===== src/rtl/bpm_control.sv =====
// Tempo/transport front end: debounced buttons set BPM and PLAY, and a 60000-modulus
// accumulator on the 1 ms tick emits BEAT. Define AUTO_REPEAT_EN for held-button auto-repeat.
module bpm_control #(
  parameter int TICK_DIV     = 100000,
  parameter int DEBOUNCE_MS  = 10,
  parameter int BPM_MIN      = 30,
  parameter int BPM_MAX      = 240,
  parameter int BPM_INIT     = 120,
  parameter int RPT_DELAY_MS = 500,
  parameter int RPT_RATE_MS  = 100
) (
  input  logic       CLK,
  input  logic       RST_N,
  input  logic       BTN_UP,
  input  logic       BTN_DOWN,
  input  logic       BTN_PLAY,
  output logic [7:0] BPM,
  output logic       PLAY,
  output logic       BEAT
);

  localparam int TICK_W = $clog2(TICK_DIV);
  localparam int DB_W   = $clog2(DEBOUNCE_MS + 1);
  localparam int B_UP   = 0;
  localparam int B_DN   = 1;
  localparam int B_PL   = 2;
  localparam logic [16:0] ACC_WRAP = 17'd60000;

  if (TICK_DIV < 2 || DEBOUNCE_MS < 1 || BPM_MIN < 1 || BPM_MAX > 255 ||
      BPM_MIN >= BPM_MAX || BPM_INIT < BPM_MIN || BPM_INIT > BPM_MAX ||
      RPT_DELAY_MS < 1 || RPT_RATE_MS < 1) begin : g_bad_cfg
    $error("bpm_control: inconsistent parameter set");
  end

  logic [2:0] btn_raw;
  logic [2:0] sync_a;
  logic [2:0] sync_b;
  logic [2:0] db_state;
  logic [2:0] db_prev;
  logic [2:0] press;
  logic [DB_W-1:0] db_cnt [3];
  logic [TICK_W-1:0] tick_cnt;
  logic tick;

  assign btn_raw = {BTN_PLAY, BTN_DOWN, BTN_UP};

  // NOTE: non-blocking assignments let sync_b take the old sync_a, forming a real 2-FF chain.
  always_ff @(posedge CLK) begin
    if (!RST_N) begin
      sync_a <= '0;
      sync_b <= '0;
    end else begin
      sync_a <= btn_raw;
      sync_b <= sync_a;
    end
  end

  assign tick = (tick_cnt == TICK_W'(TICK_DIV - 1));

  always_ff @(posedge CLK) begin
    if (!RST_N) tick_cnt <= '0;
    else        tick_cnt <= tick ? '0 : tick_cnt + 1'b1;
  end

  // NOTE: the per-button counters are only three small registers, so they are reset like any flop.
  always_ff @(posedge CLK) begin
    if (!RST_N) begin
      db_state <= '0;
      db_prev  <= '0;
      for (int i = 0; i < 3; i++) db_cnt[i] <= '0;
    end else begin
      db_prev <= db_state;
      if (tick) begin
        for (int i = 0; i < 3; i++) begin
          if (sync_b[i] == db_state[i]) begin
            db_cnt[i] <= '0;
          end else if (db_cnt[i] == DB_W'(DEBOUNCE_MS - 1)) begin
            db_state[i] <= ~db_state[i];
            db_cnt[i]   <= '0;
          end else begin
            db_cnt[i] <= db_cnt[i] + 1'b1;
          end
        end
      end
    end
  end

  assign press = db_state & ~db_prev;

  logic step_up;
  logic step_dn;

`ifdef AUTO_REPEAT_EN
  localparam int RPT_MAX = (RPT_DELAY_MS > RPT_RATE_MS) ? RPT_DELAY_MS : RPT_RATE_MS;
  localparam int RPT_W   = $clog2(RPT_MAX + 1);

  logic             tick_q;
  logic             rpt_active;
  logic [RPT_W-1:0] rpt_cnt;
  logic [RPT_W-1:0] rpt_limit;
  logic             held_one;
  logic             rpt_fire;

  // Timer advances the cycle after TICK so it sees the debounced state that TICK produced;
  // a release landing on a repeat boundary therefore suppresses that step.
  assign held_one  = db_state[B_UP] ^ db_state[B_DN];
  assign rpt_limit = rpt_active ? RPT_W'(RPT_RATE_MS - 1) : RPT_W'(RPT_DELAY_MS - 1);
  assign rpt_fire  = held_one && !(|press[1:0]) && tick_q && (rpt_cnt == rpt_limit);

  always_ff @(posedge CLK) begin
    if (!RST_N) begin
      tick_q     <= 1'b0;
      rpt_cnt    <= '0;
      rpt_active <= 1'b0;
    end else begin
      tick_q <= tick;
      if (!held_one || (|press[1:0])) begin
        rpt_cnt    <= '0;
        rpt_active <= 1'b0;
      end else if (tick_q) begin
        if (rpt_fire) begin
          rpt_cnt    <= '0;
          rpt_active <= 1'b1;
        end else begin
          rpt_cnt <= rpt_cnt + 1'b1;
        end
      end
    end
  end

  assign step_up = press[B_UP] | (rpt_fire & db_state[B_UP]);
  assign step_dn = press[B_DN] | (rpt_fire & db_state[B_DN]);
`else
  assign step_up = press[B_UP];
  assign step_dn = press[B_DN];
`endif

  always_ff @(posedge CLK) begin
    if (!RST_N) begin
      BPM <= 8'(BPM_INIT);
    end else if (step_up && !step_dn && (BPM < 8'(BPM_MAX))) begin
      BPM <= BPM + 8'd1;
    end else if (step_dn && !step_up && (BPM > 8'(BPM_MIN))) begin
      BPM <= BPM - 8'd1;
    end
  end

  typedef enum logic {ST_PAUSED, ST_PLAYING} tr_state_t;

  tr_state_t   tr_state;
  logic [15:0] acc;
  logic [16:0] sum;

  assign sum  = {1'b0, acc} + {9'd0, BPM};
  assign PLAY = (tr_state == ST_PLAYING);

  // Fractional beat accumulator: adding BPM per ms and wrapping at 60000 gives an exact mean period.
  always_ff @(posedge CLK) begin
    if (!RST_N) begin
      tr_state <= ST_PAUSED;
      acc      <= '0;
      BEAT     <= 1'b0;
    end else begin
      case (tr_state)
        ST_PAUSED: begin
          acc <= '0;
          if (press[B_PL]) begin
            tr_state <= ST_PLAYING;
            BEAT     <= 1'b1;
          end else begin
            BEAT <= 1'b0;
          end
        end
        ST_PLAYING: begin
          if (press[B_PL]) begin
            tr_state <= ST_PAUSED;
            acc      <= '0;
            BEAT     <= 1'b0;
          end else if (tick) begin
            if (sum >= ACC_WRAP) begin
              acc  <= 16'(sum - ACC_WRAP);
              BEAT <= 1'b1;
            end else begin
              acc  <= sum[15:0];
              BEAT <= 1'b0;
            end
          end else begin
            BEAT <= 1'b0;
          end
        end
        default: begin
          tr_state <= ST_PAUSED;
          acc      <= '0;
          BEAT     <= 1'b0;
        end
      endcase
    end
  end

endmodule


===== config.mk =====
export PLATFORM = sky130hd
export DESIGN_NAME = bpm_control
export DESIGN_NICKNAME = d
export VERILOG_FILES = /design/src/rtl/bpm_control.sv
export SDC_FILE = /design/constraint.sdc
export NUM_CORES = 1
export LEC_CHECK = 0
export BUFFER_PORTS_ARGS = -buffer_cell sky130_fd_sc_hd__clkbuf_2
export CORE_MARGIN = 2
export CORE_UTILIZATION = 45
export CTS_BUF_LIST = sky130_fd_sc_hd__clkbuf_8
export CTS_CLUSTER_DIAMETER = 30
export CTS_CLUSTER_SIZE = 12
export DETAILED_ROUTE_END_ITERATION = 10
export PLACE_DENSITY = 0.72
export SETUP_SLACK_MARGIN = 0.02
export SYNTH_ARGS = -nofsm -noshare
export SYNTH_HDL_FRONTEND = slang
export SYNTH_SLANG_ARGS = --single-unit

===== constraint.sdc =====
create_clock -name CLK -period 2.99 [get_ports CLK]
set_input_delay 0.1495 -clock CLK [delete_from_list [all_inputs] [get_ports CLK]]
set_output_delay 0.1495 -clock CLK [all_outputs]
set_load 0.01 [all_outputs]

==> flow_summary_export.csv <==
group,metric,value,unit
synth,synthMuxAreaShare,2.037,%
synth,synth_top_family_by_area,"simple AND/OR/NAND/NOR gates",
worst_setup_path,cpMostUsedCell,"buf_4",
clock_network,cts_buffers,9,
synth,avgSynthCellArea,8.955,sq um
synth,ys_seq_elements,67,
worst_setup_path,worst-setup-path-type,"flop to flop",
global_route,grt_max_degree,26,
sta,clock_skew,0.01253,ns
floorplanning,die_h,97.47,um
floorplanning,start_util,45.75,%
synth,post_synth_inst_count,439,
global_route,grt_first_pass_wirelength,14.05,mm
worst_setup_path,path_cells,"ha_1 -> a211oi_4 -> buf_4 -> o31a_2 -> a21oi_1 -> xnor2_2 -> and2_1 -> a31oi_4 -> buf_4 -> a21oi_2 -> xor2_1 -> and3_1 -> a211o_1",
sta,rsz0062_at_grt,"true",
synth,synth_fa_ha_area_share,8.339,%
sta,fin_crit_sh,101.8,%
route,drt-total-wl,8.551,mm
route,antenna_left,0,
placement,place_hpwl,6.184,mm
clock_network,cts_max_level,3,
power,p_clk_share,44.4,%
clock_network,cts_tree,"done",
power,swShare,24.50,%
min_path,hold_path_depth,2,
placement,gp_congestion,1.006,
run_status,status,"finished with violations",
synth,synthesis.area,3931,sq um
synth,synth_compound_area_share,15.53,%
final_layout,nets,525,
power,pwr-share-seq,52.7,%
min_path,hp-class,"primary input to flop",
worst_setup_path,reg2reg_slack,-0.05,ns
sta,fin_ws,-0.05316,ns
synth,yosysTopAreaCell,"dfxtp_1",
route,post_drt_wl_per_cell,14.06,um
final_layout,area_delta_synth_final,21.45,%
sta,setup_violations,1,
synth,synthSimpleGateAreaFrac,24.47,%
sta,worstMarginPinSlew,0.6167,ns
global_route,overflow,0,
worst_setup_path,crit_path_top_delay_cell,"dfxtp_2",
final_layout,antenna_cells,0,
sta,final.setup.tns,-0.05316,ns
route,vias_per_cell,5.424,
sta,max_slew_margin,58.79,%
clock_network,cts_root_buf,"clkbuf_8",
power,internal-power,1.357,mW
run_status,violations,"setup timing",
final_layout,layout_common_cells,"dfxtp_1 (51), nand2_1 (44), buf_4 (40)",
clock_network,path_clk_slew,0.09,ns
synth,yosysTopAreaCellShare,28.01,%
floorplanning,core.rowCount,34,
route,drt-initial-drc-count,111,
power,power_switching,0.4403,mW
worst_setup_path,crit_required,3.24,ns
placement,portBuffers,14,
clock_network,clkSinkCount,67,
synth,synth_cell_type_count,59,
power,ir_worst_vdd,269.8,uV
sta,hold_violations,0,
sta,worst_hold_slack,0.02089,ns
route,drc,0,
final_layout,layout-drive-gt1-share,22.80,%
job,maxCapViolCount,0,
synth,ys.flop_type,"dfxtp_1",
worst_setup_path,rr_worst_depth,13,
route,firstDrtPassIters,6,
global_route,grt_pass1_vias,3123,
floorplanning,die-area,9499,sq um
worst_setup_path,crit_path_end_kind,"flop",
route,vias,3298,
synth,seq_area_frac_synth,37.17,%
synth,synth_nets,469,
global_route,antenna_found_initial,0,
worst_setup_path,startpoint_type,"flop",
sta,slew_viol_final,0,
floorplanning,die_w,97.47,um
synth,synthTopCellsByArea,"dfxtp_1 (28%), edfxtp_1 (9.2%), ha_1 (7.3%)",
clock_network,clock_path_buffers,2,
sta,finalCriticalPeriod,3.043,ns
sta,fmax,328.6,MHz
worst_setup_path,max_stage_delay,0.35,ns
synth,synth-xor-area-share,10.44,%
clock_network,clk_latency,0.35,ns
floorplanning,io_pins,15,
worst_setup_path,critPathArrivalTime,3.29,ns
synth,yosysWarnings,0,
global_route,track_usage,17.98,%
power,comb_power_share,2.9,%
power,powerDensity,376.4,nW/um^2
floorplanning,coreArea,8593,sq um
synth,synth-edff-count,12,
synth,synth_async_sr_flop_share,0,%
power,p_leak,1.916,nW
worst_setup_path,cp_max_fo,3,
power,report.power.total,1.797,mW
final_layout,final_common_cell,"dfxtp_1",
==> logic make-up after synthesis <==
logic type | Yosys count
buf+inv | 21
fa+ha+maj | 25
simple gates | 188
mux | 8
xor+xnor | 46
compound gates | 84
flops | 67
==> power groups by stage <==
stage	Clock (mW)	Combinational, mW	Sequential [mW]
floorplan	0	0.0362	0.964
global placement	0	0.0474	0.967
detailed placement	0	0.0487	0.968
CTS	0.812	0.0512	0.947
global route	0.851	0.0599	0.949
finish	0.799	0.0516	0.947
==> state kept, by name, summed over array words and instances, names as in the netlist <==
name and flops:
tick_cnt 17, PLAY 1, BEAT 1, BPM 8, sync_b 3, acc 16, db_prev 3, sync_a 3
db_cnt 12, db_state 3
==> area by class of cell <==
type	instances	area (sq um)
clock buffer	9	123.9
clock inverter	7	83.83
fill	776	3819
inverter	9	33.78
multi-input combinational	351	2530
sequential	67	1466
tap	108	135.1
timing repair buffer	57	401.6
==> what timing repair did <==
action,4_1_cts,5_1_grt
endpoints found under the hold margin,2,0
setup buffers,0,9
resized for setup,1,32
hold buffers,2,0
gates cloned,0,0
setup endpoints to repair,3,12
pin swaps,1,20
==> routing by layer <==
layer	global-route usage, %	wire [um]	vias up
li1	-	-	1665
met1	22.55	3871	1543
met2	29.71	4123	65
met3	4.101	285	25
met4	7.692	269	0
met5	0	0	-
==> worst max-delay path: cells and delay by family, from the launching register on <==
family	cells	cell delay, ns
compound gates	6	1.17
simple gates	2	0.42
xor+xnor	2	0.36
flops	1	0.35
fa+ha+maj	1	0.33
buf+inv	2	0.32
==> final timing paths <==
| kind | startpoint | end |
|---|---|---|
| worst min-delay path | BTN_DOWN | sync_a[1] |
| worst max-delay path | BPM[1] | acc[14] |
| worst min register to register | sync_a[0] | sync_b[0] |
| worst max register to register | BPM[1] | acc[14] |
==> metrics by stage <==
step	cells	cell area [sq um]	setup slack, ns	util, %
floorplan	439	3955	0.02620	-
global placement	581	4355	0.03901	50.68
detailed placement	581	4355	0.02466	50.68
CTS	599	4591	0.01389	53.42
global route	608	4775	-0.1794	55.56
finish	608	4775	-0.05316	55.56
==> cell usage after synthesis (6+ instances only) <==
cell type,count
clkbuf_1,11
a21oi_1,21
xor2_1,24
edfxtp_1,12
nor2_1,40
dfxtp_1,55
nand2_1,45
nor3_1,9
and2_1,18
nand4_1,6
ha_1,23
xnor2_1,21
o21ai_0,20
nor2b_1,10
and3_1,14
mux2i_1,8
inv_1,9
nand3_1,26
No activity file was read; power rests on OpenSTA's default activity.
